## config.mk

```make
export PLATFORM = sky130hd
export DESIGN_NAME = axis_rr_arbiter
export DESIGN_NICKNAME = d
export VERILOG_FILES = /design/src/rtl/axis_rr_arbiter_pkg.sv /design/src/rtl/axis_rr_arbiter_rr_pick_comb.sv /design/src/rtl/axis_rr_arbiter.sv
export SDC_FILE = /design/constraint.sdc
export NUM_CORES = 1
export LEC_CHECK = 0
export ABC_AREA = 1
export BUFFER_PORTS_ARGS = -buffer_cell sky130_fd_sc_hd__buf_4
export CAP_MARGIN = 10
export CELL_PAD_IN_SITES_DETAIL_PLACEMENT = 0
export CELL_PAD_IN_SITES_GLOBAL_PLACEMENT = 1
export CORE_MARGIN = 2
export CORE_UTILIZATION = 32
export DETAILED_ROUTE_END_ITERATION = 8
export PLACE_DENSITY = 0.86
export SETUP_SLACK_MARGIN = 0.05
export SLEW_MARGIN = 20
export SYNTH_ARGS = -nofsm -noshare
export SYNTH_HDL_FRONTEND = slang
export SYNTH_HIERARCHICAL = 1
export SYNTH_SLANG_ARGS = --single-unit
```

## constraint.sdc

```tcl
create_clock -name aclk -period 2.92 [get_ports aclk]
set_input_delay 0.584 -clock aclk [delete_from_list [all_inputs] [get_ports aclk]]
set_output_delay 0.584 -clock aclk [all_outputs]
set_load 0.02 [all_outputs]
```

## src/rtl/axis_rr_arbiter_pkg.sv

```systemverilog
// Shared types and the round-robin pick function for axis_rr_arbiter.
// Used by the rotator sub-module and the arbiter top.
package axis_rr_arbiter_pkg;

    typedef enum logic {
        IDLE  = 1'b0,
        GRANT = 1'b1
    } state_t;

    localparam int unsigned MAX_N  = 16;
    localparam int unsigned MAX_IW = 4;

    // First requester searching upward from last+1, wrapping modulo n.
    // Returns last when nothing is requesting.
    function automatic logic [MAX_IW-1:0] rr_pick(
        input logic [MAX_N-1:0]  req,
        input logic [MAX_IW-1:0] last,
        input int unsigned       n
    );
        logic [MAX_IW-1:0] idx;
        logic              found;
        int unsigned       j;
        idx   = last;
        found = 1'b0;
        for (int unsigned k = 1; k <= MAX_N; k++) begin
            if (k <= n && !found) begin
                j = (32'(last) + k) % n;
                if (req[j[MAX_IW-1:0]]) begin
                    idx   = j[MAX_IW-1:0];
                    found = 1'b1;
                end
            end
        end
        return idx;
    endfunction

endpackage

```

## src/rtl/axis_rr_arbiter_rr_pick_comb.sv

```systemverilog
// Combinational round-robin priority rotator.
// Request vector plus last-served pointer in, next index and valid out.
module rr_pick_comb
    import axis_rr_arbiter_pkg::*;
#(
    parameter int N  = 4,
    parameter int IW = $clog2(N)
) (
    input  logic [N-1:0]  req,
    input  logic [IW-1:0] last,
    output logic [IW-1:0] idx,
    output logic          valid
);

    logic [MAX_N-1:0]  req_ext;
    logic [MAX_IW-1:0] last_ext;

    // Widen to the function's fixed width and rotate-search.
    always_comb begin
        req_ext            = '0;
        req_ext[N-1:0]     = req;
        last_ext           = '0;
        last_ext[IW-1:0]   = last;
        idx                = IW'(rr_pick(req_ext, last_ext, N));
        valid              = |req;
    end

endmodule

```

## src/rtl/axis_rr_arbiter.sv

```systemverilog
// N-input burst-granular round-robin AXI4-Stream merger.
// Define AXIS_RR_ARBITER_TLAST_EN for packet-granular grants with TLAST.
module axis_rr_arbiter
    import axis_rr_arbiter_pkg::*;
#(
    parameter int N          = 4,
    parameter int DATA_WIDTH = 8,
    parameter int BURST      = 4
) (
    input  logic                      aclk,
    input  logic                      aresetn,
    input  logic [N-1:0]              s_axis_tvalid,
    output logic [N-1:0]              s_axis_tready,
    input  logic [N*DATA_WIDTH-1:0]   s_axis_tdata,
`ifdef AXIS_RR_ARBITER_TLAST_EN
    input  logic [N-1:0]              s_axis_tlast,
    output logic                      m_axis_tlast,
`endif
    output logic                      m_axis_tvalid,
    input  logic                      m_axis_tready,
    output logic [DATA_WIDTH-1:0]     m_axis_tdata,
    output logic [$clog2(N)-1:0]      grant_id,
    output logic                      busy
);

    localparam int IW = $clog2(N);
    localparam int CW = $clog2(BURST + 1);
    localparam logic [CW-1:0] CNT_LAST = CW'(BURST - 1);

    state_t        state_q, state_d;
    logic [IW-1:0] grant_q, grant_d;
    logic [IW-1:0] last_q, last_d;
    logic [CW-1:0] cnt_q, cnt_d;
    logic [IW-1:0] pick_idx;
    logic          pick_vld;
    logic          beat;
    logic          rel_a;

    rr_pick_comb #(
        .N (N),
        .IW(IW)
    ) u_pick (
        .req  (s_axis_tvalid),
        .last (last_q),
        .idx  (pick_idx),
        .valid(pick_vld)
    );

    assign grant_id = grant_q;

    // Arbitration state, grant, fairness pointer and beat counter.
    always_ff @(posedge aclk or negedge aresetn) begin
        if (!aresetn) begin
            state_q <= IDLE;
            grant_q <= '0;
            last_q  <= IW'(N - 1);
            cnt_q   <= '0;
        end else begin
            state_q <= state_d;
            grant_q <= grant_d;
            last_q  <= last_d;
            cnt_q   <= cnt_d;
        end
    end

    // Next state and the pass-through mux of the granted source.
    always_comb begin
        state_d       = state_q;
        grant_d       = grant_q;
        last_d        = last_q;
        cnt_d         = cnt_q;
        m_axis_tvalid = 1'b0;
        m_axis_tdata  = '0;
        s_axis_tready = '0;
        busy          = 1'b0;
        beat          = 1'b0;
        rel_a         = 1'b0;
`ifdef AXIS_RR_ARBITER_TLAST_EN
        m_axis_tlast  = 1'b0;
`endif
        unique case (state_q)
            IDLE: begin
                if (pick_vld) begin
                    grant_d = pick_idx;
                    cnt_d   = '0;
                    state_d = GRANT;
                end
            end
            GRANT: begin
                busy                   = 1'b1;
                m_axis_tvalid          = s_axis_tvalid[grant_q];
                m_axis_tdata           =
                    s_axis_tdata[grant_q*DATA_WIDTH +: DATA_WIDTH];
                s_axis_tready[grant_q] = m_axis_tready;
                beat = s_axis_tvalid[grant_q] & m_axis_tready;
`ifdef AXIS_RR_ARBITER_TLAST_EN
                m_axis_tlast = s_axis_tlast[grant_q];
                rel_a        = s_axis_tlast[grant_q];
`else
                rel_a        = (cnt_q == CNT_LAST);
`endif
                if ((beat && rel_a) || !s_axis_tvalid[grant_q]) begin
                    last_d  = grant_q;
                    state_d = IDLE;
                end else if (beat) begin
`ifdef AXIS_RR_ARBITER_TLAST_EN
                    if (cnt_q != {CW{1'b1}}) begin
                        cnt_d = cnt_q + CW'(1);
                    end
`else
                    cnt_d = cnt_q + CW'(1);
`endif
                end
            end
        endcase
    end

endmodule

```

Yosys cells after proc, flatten, opt, wreduce, memory -nomap -nowiden --
Index checks and enable logic that the tools add are counted.
Word-level totals: flip-flop bits (word level) 8, output and inout bits 16, logic and storage cells 66
Operators by class: $add $sub $neg 5, order comparisons 6, equality and inequality tests 4, shifts and indexed selects 1, multiplexer cells 35, bitwise gates (word level) 3, reductions and logical operators 8
Operators by type and width (number):
- 32-bit by 6-bit variable part select with 8-bit output | 1
- 2-bit by 5-bit less-than comparator with 1-bit output (second input constant) | 4
- 1-bit 2-to-1 mux | 15
- 2-bit 2-to-1 mux | 7
- 1-bit binary-select mux with 2-bit select | 5
- 3-bit 2-to-1 mux | 3
- 8-bit 2-to-1 mux | 1
- 3-bit case mux with 2 select lines | 1
- 2-bit by 1-bit adder with 2-bit output (second input constant) | 2
- 2-bit adder (second input constant) | 2
- 4-bit AND | 1
- 4-bit 2-to-1 mux | 1
- 2-bit inequality test (second input constant) | 2
- 2-bit AND reduction | 2
- 4-bit OR reduction | 1
- 3-bit by 1-bit adder with 3-bit output (second input constant) | 1
- 3-bit by 2-bit equality test with 1-bit output (second input constant) | 1
- 2-bit by 3-bit less-than comparator with 1-bit output (second input constant) | 1
- 3-bit AND reduction | 1
- 1-bit demux with 2-bit select | 1
- 2-bit by 1-bit greater-or-equal comparator with 1-bit output (second input constant) | 1
- 1-bit logical AND | 2
- 2-bit by 1-bit inequality test with 1-bit output (second input constant) | 1
- 1-bit case mux with 2 select lines | 1
- 4 further kinds | 4

Logic depth before layout (Yosys ltp) --
Gate-level depths: netlist (run 1).
depth after elaboration 10, mapped depth 12, depth with buffers taken out 11

Cells and area by module --
Netlist (run 1), hierarchy kept.
Modules (own cells, without submodules):
- axis_rr_arbiter | times used 1, cells an instance 106, area each 827.0 µm², sequential area each 202.7 µm²
- rr_pick_comb | times used 1, cells an instance 47, area each 232.7 µm², sequential area each 0.0 µm²

Least setup slack after synthesis (run 1) --
Ideal clock, no wire load.
path type register -> output, start point register grant_q[1], in the netlist grant_id[1], end point output s_axis_tready[2], data arrival time 1.376 ns, data required time 2.336 ns, path slack 0.960 ns, cell stages (with the launch flop) 5, path buffers 2, path through dfrtp_1 > inv_1 > buf_6 > buf_6 > nor3_1
On the way: cells in the longest elaborated chain, start to end 6, elaborated cells on any way between the ends 7, those cells by class order compare: 2; mux: 3; bitwise: 1; reduce/logical: 1
Ends and longest elaborated chain:
- start: declaration | RTL line axis_rr_arbiter.sv:31 | logic [IW-1:0] grant_q, grant_d;
- start signal: assignment | RTL line axis_rr_arbiter.sv:60 | grant_q <= grant_d;
- 2-bit by 3-bit less-than comparator with 1-bit output (implied by the code) / 2-bit by 1-bit greater-or-equal comparator with 1-bit output (equally long branches) | RTL line axis_rr_arbiter.sv:94 | s_axis_tready[grant_q] = m_axis_tready;
- 1-bit logical AND (implied by the code) | RTL line axis_rr_arbiter.sv:94
- 1-bit 2-to-1 mux (implied by the code) | RTL line axis_rr_arbiter.sv:94
- 1-bit demux with 2-bit select (*) | RTL line axis_rr_arbiter.sv:94
- 4-bit AND (no line) (*)
- 4-bit 2-to-1 mux (*) | RTL line axis_rr_arbiter.sv:81 | unique case (state_q)
- end: declaration | RTL line axis_rr_arbiter.sv:13 | output logic [N-1:0] s_axis_tready,
Every way passes the cells marked *; elsewhere a longest branch is shown, timed or not.

Worst setup path in the final report (run 1) --
start point register grant_q[0], in the netlist grant_id[0], end point output m_axis_tvalid
On the way: cells in the longest elaborated chain, start to end 3
Ends and longest elaborated chain:
- 1-bit binary-select mux with 2-bit select | RTL line axis_rr_arbiter.sv:91 | m_axis_tvalid = s_axis_tvalid[grant_q];
- 1-bit 2-to-1 mux (implied by the code) | RTL line axis_rr_arbiter.sv:91
- 1-bit 2-to-1 mux | RTL line axis_rr_arbiter.sv:81
- end: declaration | RTL line axis_rr_arbiter.sv:19 | output logic m_axis_tvalid,
No other way between the ends. The select of a mux whose other input is x is not followed.

==> run summary, run 1 <==
status = completed
Iter 0 DRT Violations = 59
Internal = 0.649 mW
most frequent cell after synthesis = nand3_1
Rows = 20
non-filler cells, final = 246
Slew HR = 0.540
Synth Warn # = 6
vias in the first global route = 1153
number of synthesized flops with an enable pin = 0
Die H = 61.5 µm
Final period util = 0.852
critical path's most frequent cell = nand2_1
Min Clock Period, post-route = 2.49 ns
WL final = 3100 µm
full die area = 3790 µm²
Leak = 0.725 nW
clock power share = 0.063
Starting Density = 0.342
switching share of total power = 0.568
ratio of cells with drive above 1 in the final layout = 0.426
top cells by area, synth = nand3_1 19%, dfrtp_1 14%, nand2_1 13%, buf_6 8.5%, a41oi_2 7.7%
Die W = 61.5 µm
Post-DP HPWL = 2450 µm
grt ovf = 0
I/O pin cnt = 55
Tot GR Track Use = 0.164
cts hold-fix bufs = 0
core footprint = 3100 µm²
Fin Setup TNS = 0 ns
Nets = 244
Port-buffer cells = 54
largest net degree at the start of global routing = 24
met3 wire len = 181 µm
placed instance area = 1420 µm²
setup violators final = 0
global-route wire length before repair = 4740 µm
Hold WC Path Type = in2async
Highest Signal Layer = met3
Syn Inst Count = 153
placed cell count = 242
peak supply drop = 0.472 mV
area fraction of the dominant cell type after synthesis = 0.189
CTS tree = yes
post-layout instance area = 1450 µm²
diodes inserted = 0
logic gate share of total power = 0.756
required time worst endpoint = 2.34 ns
sw power = 0.852 mW
R2R Path Start = grant_id[0]
Post-synth top flop = dfrtp_1
Hold Vio Cnt, Final = 0
vias = 1241
critical path fanouts, max = 23
Post-CTS Setup Bufs = 0
fmax = 402 MHz
Remaining DRCs = 0
Startpoint Class = register
clock buffer count from CTS = 3
CTS HTree Levels = 1
Area growth, synth to finish = 36.4%
Slew Limit Fails = 0
Seq/Total Area, Yosys = 0.191
Net Count, Synth = 194
CP max stage delay = 0.78 ns
RSZ-0062 raised after global routing = false
CTS Buffer Depth = 2
ANT nets after route = 0
flops & latches, synth = 8
slowest CP cell = dfrtp_1
drt pass-1 iters = 4
area leader, netlist = nand3_1
CP cell instances = inv_2 -> nand2_1 -> nand2_1 -> nand2_2 -> a21oi_1 -> buf_4
initial antenna violation count = 0
Num Clock Sinks = 8
Netlist Area Pre-Place = 1060 µm²
worst-margin pin slew = 0.690 ns
clock transition at the registers of the reported paths = 0.06 ns
average size of a mapped cell = 6.93 µm²
Critical Path Source = grant_id[0]
routed len/inst = 12.6 µm
Arrival @ worst endpoint = 1.90 ns
post-CTS resize count = 0
critical path capture point type = primary output
Vias/cell = 5.04
routability cong. = 0.733
Power Density = 1040 nW/µm²
Crit Path Class = reg2out
WL met1 = 1300 µm
Worst-Skew Late Latency = 0.26 ns
DR WL met2 = 1620 µm
# Max-Cap Violations = 0
clk root buf = clkbuf_4
commonest cells in the netlist = 40 x nand3_1, 38 x nand2_1, 11 x inv_1, 11 x nand2_2, 8 x buf_6
sequential power share = 0.181
overall power = 1.50 mW
FILL cells = 342
count of cell types in the netlist = 23
FFs w/ async S/R, synth = 1.00
clock skew = 0.0101 ns
==> final timing paths <==
| kind | endpoint | cells past startpoint | slack [ns] |
|---|---|---|---|
| worst min-delay path | cnt_q[0] | 1 | 0.13 |
| max in group asynchronous | last_q[0] | 1 | 2.56 |
| min in group aclk | last_q[1] | 2 | 0.49 |
| worst max-delay path | m_axis_tvalid | 6 | 0.43 |
| worst max register to register | last_q[0] | 9 | 1.12 |
| worst min register to register | last_q[1] | 2 | 0.49 |
==> cells in the final DEF (no fill, tap or decap), types with 2 or more instances in the layout <==
cell type	instances
a21oi_1	4
a41oi_1	3
a41oi_2	5
buf_4	55
clkbuf_4	3
dfrtp_1	6
dfstp_2	2
ha_1	2
inv_1	11
inv_2	3
nand2_1	38
nand2_2	11
nand2_4	2
nand3_1	40
nand3_2	2
nand4_1	5
nor2_1	2
nor3_1	3
==> stage by stage <==
stage	hold WS [ns]	utilization	setup WS, ns
after floorplan	0.288	-	0.960
final	0.131	0.466	0.431
after detailed placement	0.410	0.457	0.710
after global placement	0.406	0.457	0.748
after global routing	0.118	0.466	0.283
after CTS	0.126	0.466	0.420
==> power by group through the flow <==
stage | sequential, mW | combinational [mW] | clock (mW)
6_report | 0.273 | 1.13 | 0.0941
5_1_grt | 0.287 | 1.25 | 0.108
4_1_cts | 0.272 | 1.14 | 0.0979
3_5_place_dp | 0.274 | 1.14 | 0
3_3_place_gp | 0.272 | 1.11 | 0
2_1_floorplan | 0.244 | 0.941 | 0
==> kinds of logic after synthesis <==
group,count (synthesis),synth area share
AND/OR/NAND/NOR,104,0.489
buffers and inverters,25,0.163
AO/OA/AOI/OAI,14,0.133
flip-flops,8,0.191
adder cells (fa/ha/maj),2,0.0236
==> per-layer routing <==
metal,vias up,track usage
li1,628,-
met1,579,0.208
met2,34,0.295
met3,0,0.0399
met4,0,0.00912
met5,-,0
==> final cells by class <==
type	instances	area, µm²	share of cell area
timing repair buffer	55	413	0.286
multi-input combinational	120	684	0.474
inverter	15	63.8	0.0442
tap	44	55.1	0.0381
sequential	8	203	0.140
clock buffer	4	26.3	0.0182
==> sequential cells by signal, indices dropped and copies added (netlist names) <==
signal,cells
grant_id,2
cnt_q,3
last_q,2
state_q,1
==> critical path, delay by kind of cell, from the launching register on <==
family,cells,cell delay (ns)
flip-flops,1,0.78
buffers and inverters,2,0.51
AND/OR/NAND/NOR,3,0.29
AO/OA/AOI/OAI,1,0.08
(Power assumes the default switching activity.)
==> run 2, diff against run 1 <==
CORE_UTILIZATION = 34   (was 32)
CTS_BUF_LIST = sky130_fd_sc_hd__clkbuf_8   (was unset)
PLACE_DENSITY = 0.9   (was 0.86)
==> run 2 against run 1 <==
Against the previous run:
- sequential cell count is the same
- non-clock buffer count is 1 higher
- clock power rose by 50%
- total power is 4.1% higher
- highest routed layer is now met4
- clock skew is 0.0039 ns lower
==> run summary, run 2 (synthesis results as in run 1) <==
CTS Buffer Depth = 2
critical path fanouts, max = 21
Min Clock Period, post-route = 2.31 ns
Leak = 0.742 nW
Final period util = 0.792
Crit Path Class = reg2out
peak supply drop = 0.480 mV
Post-DP HPWL = 2310 µm
Power Density = 1070 nW/µm²
Iter 0 DRT Violations = 86
global-route wire length before repair = 4650 µm
clock transition at the registers of the reported paths = 0.05 ns
number of flip-flops under the largest register name = 3
Port-buffer cells = 54
Largest Register = cnt_q
core footprint = 3000 µm²
vias in the first global route = 1082
Hold WC Path Type = in2async
RSZ-0062 raised after global routing = false
setup violators final = 0
required time worst endpoint = 2.34 ns
worst-margin pin slew = 0.623 ns
routed len/inst = 13.0 µm
Internal = 0.698 mW
I/O pin cnt = 55
Area growth, synth to finish = 37.5%
switching share of total power = 0.553
CTS tree = yes
clock buffer count from CTS = 3
Post-CTS Setup Bufs = 0
non-filler cells, final = 236
WL final = 3070 µm
initial antenna violation count = 0
Remaining DRCs = 0
ratio of cells with drive above 1 in the final layout = 0.429
Startpoint Class = register
clk root buf = clkbuf_8
fmax = 433 MHz
Slew HR = 0.584
drt pass-1 iters = 6
post-CTS resize count = 0
Vias/cell = 5.23
Fin Setup TNS = 0 ns
Rows = 20
status = completed
clock skew = 0.00626 ns
ANT nets after route = 0
CTS HTree Levels = 1
vias = 1234
Hold Vio Cnt, Final = 0
Tot GR Track Use = 0.169
sequential power share = 0.157
critical path capture point type = primary output
Num Clock Sinks = 8
# Max-Cap Violations = 0
routability cong. = 0.797
placed cell count = 232
diodes inserted = 0
largest net degree at the start of global routing = 22
full die area = 3580 µm²
Nets = 245
Starting Density = 0.353
sw power = 0.865 mW
most common cell after layout, fill and taps aside = buf_4
Die W = 59.8 µm
clock power share = 0.090
Arrival @ worst endpoint = 1.73 ns
cts hold-fix bufs = 0
Slew Limit Fails = 0
grt ovf = 0
Worst-Skew Late Latency = 0.23 ns
logic gate share of total power = 0.753
Die H = 59.8 µm
most frequent cells in the layout = 56 x buf_4, 40 x nand3_1, 38 x nand2_1
[run 2: cell count changes in the layout (fill, tap and decap cells not counted)]
cell | previous run | this run
clkbuf_1 | 1 | 0
clkbuf_8 | 0 | 3
clkbuf_4 | 3 | 0
inv_1 | 11 | 12
buf_4 | 55 | 56
[run 2: cell type report]
type,count,area [µm²]
Clock buffer,3,41.3
Sequential cell,8,203
Inverter,15,63.8
Clock inverter,1,3.75
Timing Repair Buffer,56,420
Multi-Input combinational cell,120,684
Fill cell,311,1550
Tap cell,33,41.3
[run 2: worst paths after layout]
check / start / end / slack (ns) / depth (start not counted)
min reg2reg: last_q[1] / last_q[1] / 0.50 / 2
max: grant_id[0] / m_axis_tvalid / 0.61 / 7
max reg2reg: grant_id[0] / cnt_q[1] / 1.27 / 9
min in group aclk: last_q[1] / last_q[1] / 0.50 / 2
min: aresetn / cnt_q[1] / 0.16 / 1
max in group asynchronous: aresetn / last_q[0] / 2.54 / 1
[run 2: through the flow]
stage	utilization	hold slack [ns]	power [mW]	instance area [µm²]	worst slack, ns
3_3_place_gp	0.470	0.404	1.39	1410	0.925
6_report	0.485	0.159	1.56	1460	0.608
5_1_grt	0.485	0.164	1.71	1460	0.463
4_1_cts	0.485	0.160	1.57	1460	0.604
2_1_floorplan	-	0.288	1.18	1060	0.960
3_5_place_dp	0.470	0.411	1.43	1410	0.863
[run 2: metal layers]
metal	track usage	vias up	wire length [µm]	part of all wire
met2	0.301	58	1480	0.48
met3	0.0260	2	250	0.081
met5	0	-	0	0
met1	0.209	549	1320	0.43
li1	-	625	-	-
met4	0.0476	0	20	0.0065
[run 2: worst max-delay path: stages, from the launching register on]
cell and delay, ns:
dfrtp_1 0.41, buf_4 0.22, inv_2 0.29, nand2_1 0.09, nand2_1 0.08, nand2_2 0.07
a21oi_1 0.16, buf_4 0.16
[run 2: power groups by stage]
stage	clock [mW]	combinational [mW]	sequential [mW]
after global routing	0.151	1.30	0.254
after floorplan	0	0.941	0.244
after global placement	0	1.14	0.244
after CTS	0.144	1.18	0.244
final	0.141	1.18	0.245
after detailed placement	0	1.18	0.246
==> run 3, diff against run 2 <==
CORE_UTILIZATION = 31   (was 34)
PLACE_DENSITY = 0.83   (was 0.9)
clock period = 2.3 ns   (was 2.92 ns; I/O delays follow)
==> run 3 against run 2 <==
Against the previous run:
- clock power increased by 23%
- clock skew increased by 0.0014 ns
- combinational power increased by 26%
- final area increased by 1.1%
- sequential share of layout area decreased by 0.15 points
- first-iteration DRC count decreased by 20%
- global-route usage decreased by 1.3 points
- sequential power increased by 26%
- worst hold slack got worse by 0.12 ns
- largest cell class unchanged
==> run summary, run 3 (synthesis results as in run 1) <==
status = completed
CTS HTree Levels = 1
FILL cells = 358
Hold Vio Cnt, Final = 0
non-filler cells, final = 249
register area = 203 µm²
sequential power share = 0.156
Port-buffer cells = 54
ratio of cells with drive above 1 in the final layout = 0.429
worst-margin pin slew = 0.593 ns
Arrival @ worst endpoint = 1.63 ns
Num Clock Sinks = 8
Die H = 62.5 µm
vias = 1241
clock skew = 0.00763 ns
Post-DP HPWL = 2430 µm
clock buffer count from CTS = 3
routability cong. = 0.783
cts hold-fix bufs = 0
slowest CP cell = inv_1
Worst-Skew Late Latency = 0.23 ns
grt ovf = 0
Fin Setup TNS = 0 ns
Reg2Reg Depth = 11
peak supply drop = 0.675 mV
vias in the first global route = 1175
drt pass-1 iters = 4
Post-CTS Setup Bufs = 0
post-layout instance area = 1470 µm²
Startpoint Class = register
CP delay by family, top = buffers and inverters
Die W = 62.5 µm
clock transition at the registers of the reported paths = 0.05 ns
clock power share = 0.088
full die area = 3900 µm²
flop2flop setup slack = 0.74 ns
required time worst endpoint = 1.84 ns
Power Density = 1340 nW/µm²
WP buf/inv = 2
most frequent cells in the layout = 56 x buf_4, 40 x nand3_1, 38 x nand2_1
most common cell after layout, fill and taps aside = buf_4
Slew Limit Fails = 0
Leak = 0.742 nW
critical path fanouts, max = 20
Area growth, synth to finish = 39.1%
placed cell count = 245
Starting Density = 0.320
Tot GR Track Use = 0.156
# Max-Cap Violations = 0
CP cell instances = inv_1 -> nand3_1 -> a41oi_1 -> buf_4
I/O pin cnt = 55
Min Clock Period, post-route = 2.09 ns
sw power = 1.09 mW
largest net degree at the start of global routing = 22
Hold WC Path Type = in2async
stages on the worst setup path = 4
Crit Path Class = reg2out
core footprint = 3310 µm²
CTS Buffer Depth = 2
ANT nets after route = 0
Rows = 21
global-route wire length before repair = 5060 µm
critical path capture point type = primary output
placed instance area = 1430 µm²
Remaining DRCs = 0
WL final = 3060 µm
RSZ-0062 raised after global routing = false
Nets = 245
switching share of total power = 0.552
Core Util, Final = 0.445
multi-input logic area = 684 µm²
Iter 0 DRT Violations = 69
Largest Register = cnt_q
initial antenna violation count = 0
post-CTS resize count = 0
logic gate share of total power = 0.756
Slew HR = 0.604
CTS tree = yes
fmax = 478 MHz
clk root buf = clkbuf_8
Final period util = 0.909
diodes inserted = 0
routed len/inst = 12.3 µm
setup violators final = 0
Internal = 0.885 mW
CP max stage delay = 0.44 ns
number of flip-flops under the largest register name = 3
Vias/cell = 4.98
run 3: layout make-up:
type                            instances  area share
Tap cell                               46      0.0390
Multi-Input combinational cell        120       0.464
Clock inverter                          1     0.00255
Clock buffer                            3      0.0280
Sequential cell                         8       0.138
Inverter                               15      0.0433
Timing Repair Buffer                   56       0.285
run 3: worst register-to-register path, cell delays in order (launching register included):
cell     delay, ns
dfstp_2       0.66
inv_8         0.06
nand2_1       0.06
nand2_1       0.07
nand2_2       0.11
nand2_2       0.05
inv_2         0.07
nand3_2       0.05
nand2_1       0.05
nand2_1       0.06
nor2_1        0.10
a21oi_1       0.05
run 3: power groups by stage:
stage / Sequential (mW) / Clock [mW] / Combinational [mW]
2_1_floorplan: 0.310 / 0 / 1.19
3_3_place_gp: 0.305 / 0 / 1.47
3_5_place_dp: 0.310 / 0 / 1.50
4_1_cts: 0.309 / 0.179 / 1.51
5_1_grt: 0.324 / 0.187 / 1.64
6_report: 0.309 / 0.173 / 1.49
run 3: final timing paths:
check,startpoint,endpoint
min in group aclk,last_q[1],last_q[1]
max reg2reg,last_q[0],grant_id[1]
max,grant_id[1],m_axis_tdata[7]
min reg2reg,last_q[1],last_q[1]
max in group asynchronous,aresetn,last_q[0]
min,aresetn,cnt_q[2]
run 3: stage by stage:
step	power [mW]	hold WS [ns]	setup slack (ns)
4_1_cts	2.00	0.0417	0.195
3_5_place_dp	1.81	0.287	0.446
2_1_floorplan	1.50	0.164	0.464
6_report	1.98	0.0400	0.208
3_3_place_gp	1.77	0.281	0.538
5_1_grt	2.15	0.0423	0.0630
run 3: per-layer routing:
metal | wire length [µm] | GRT usage
met3 | 115 | 0.0324
met1 | 1300 | 0.179
met5 | 0 | 0
met4 | 0 | 0.00833
met2 | 1650 | 0.306
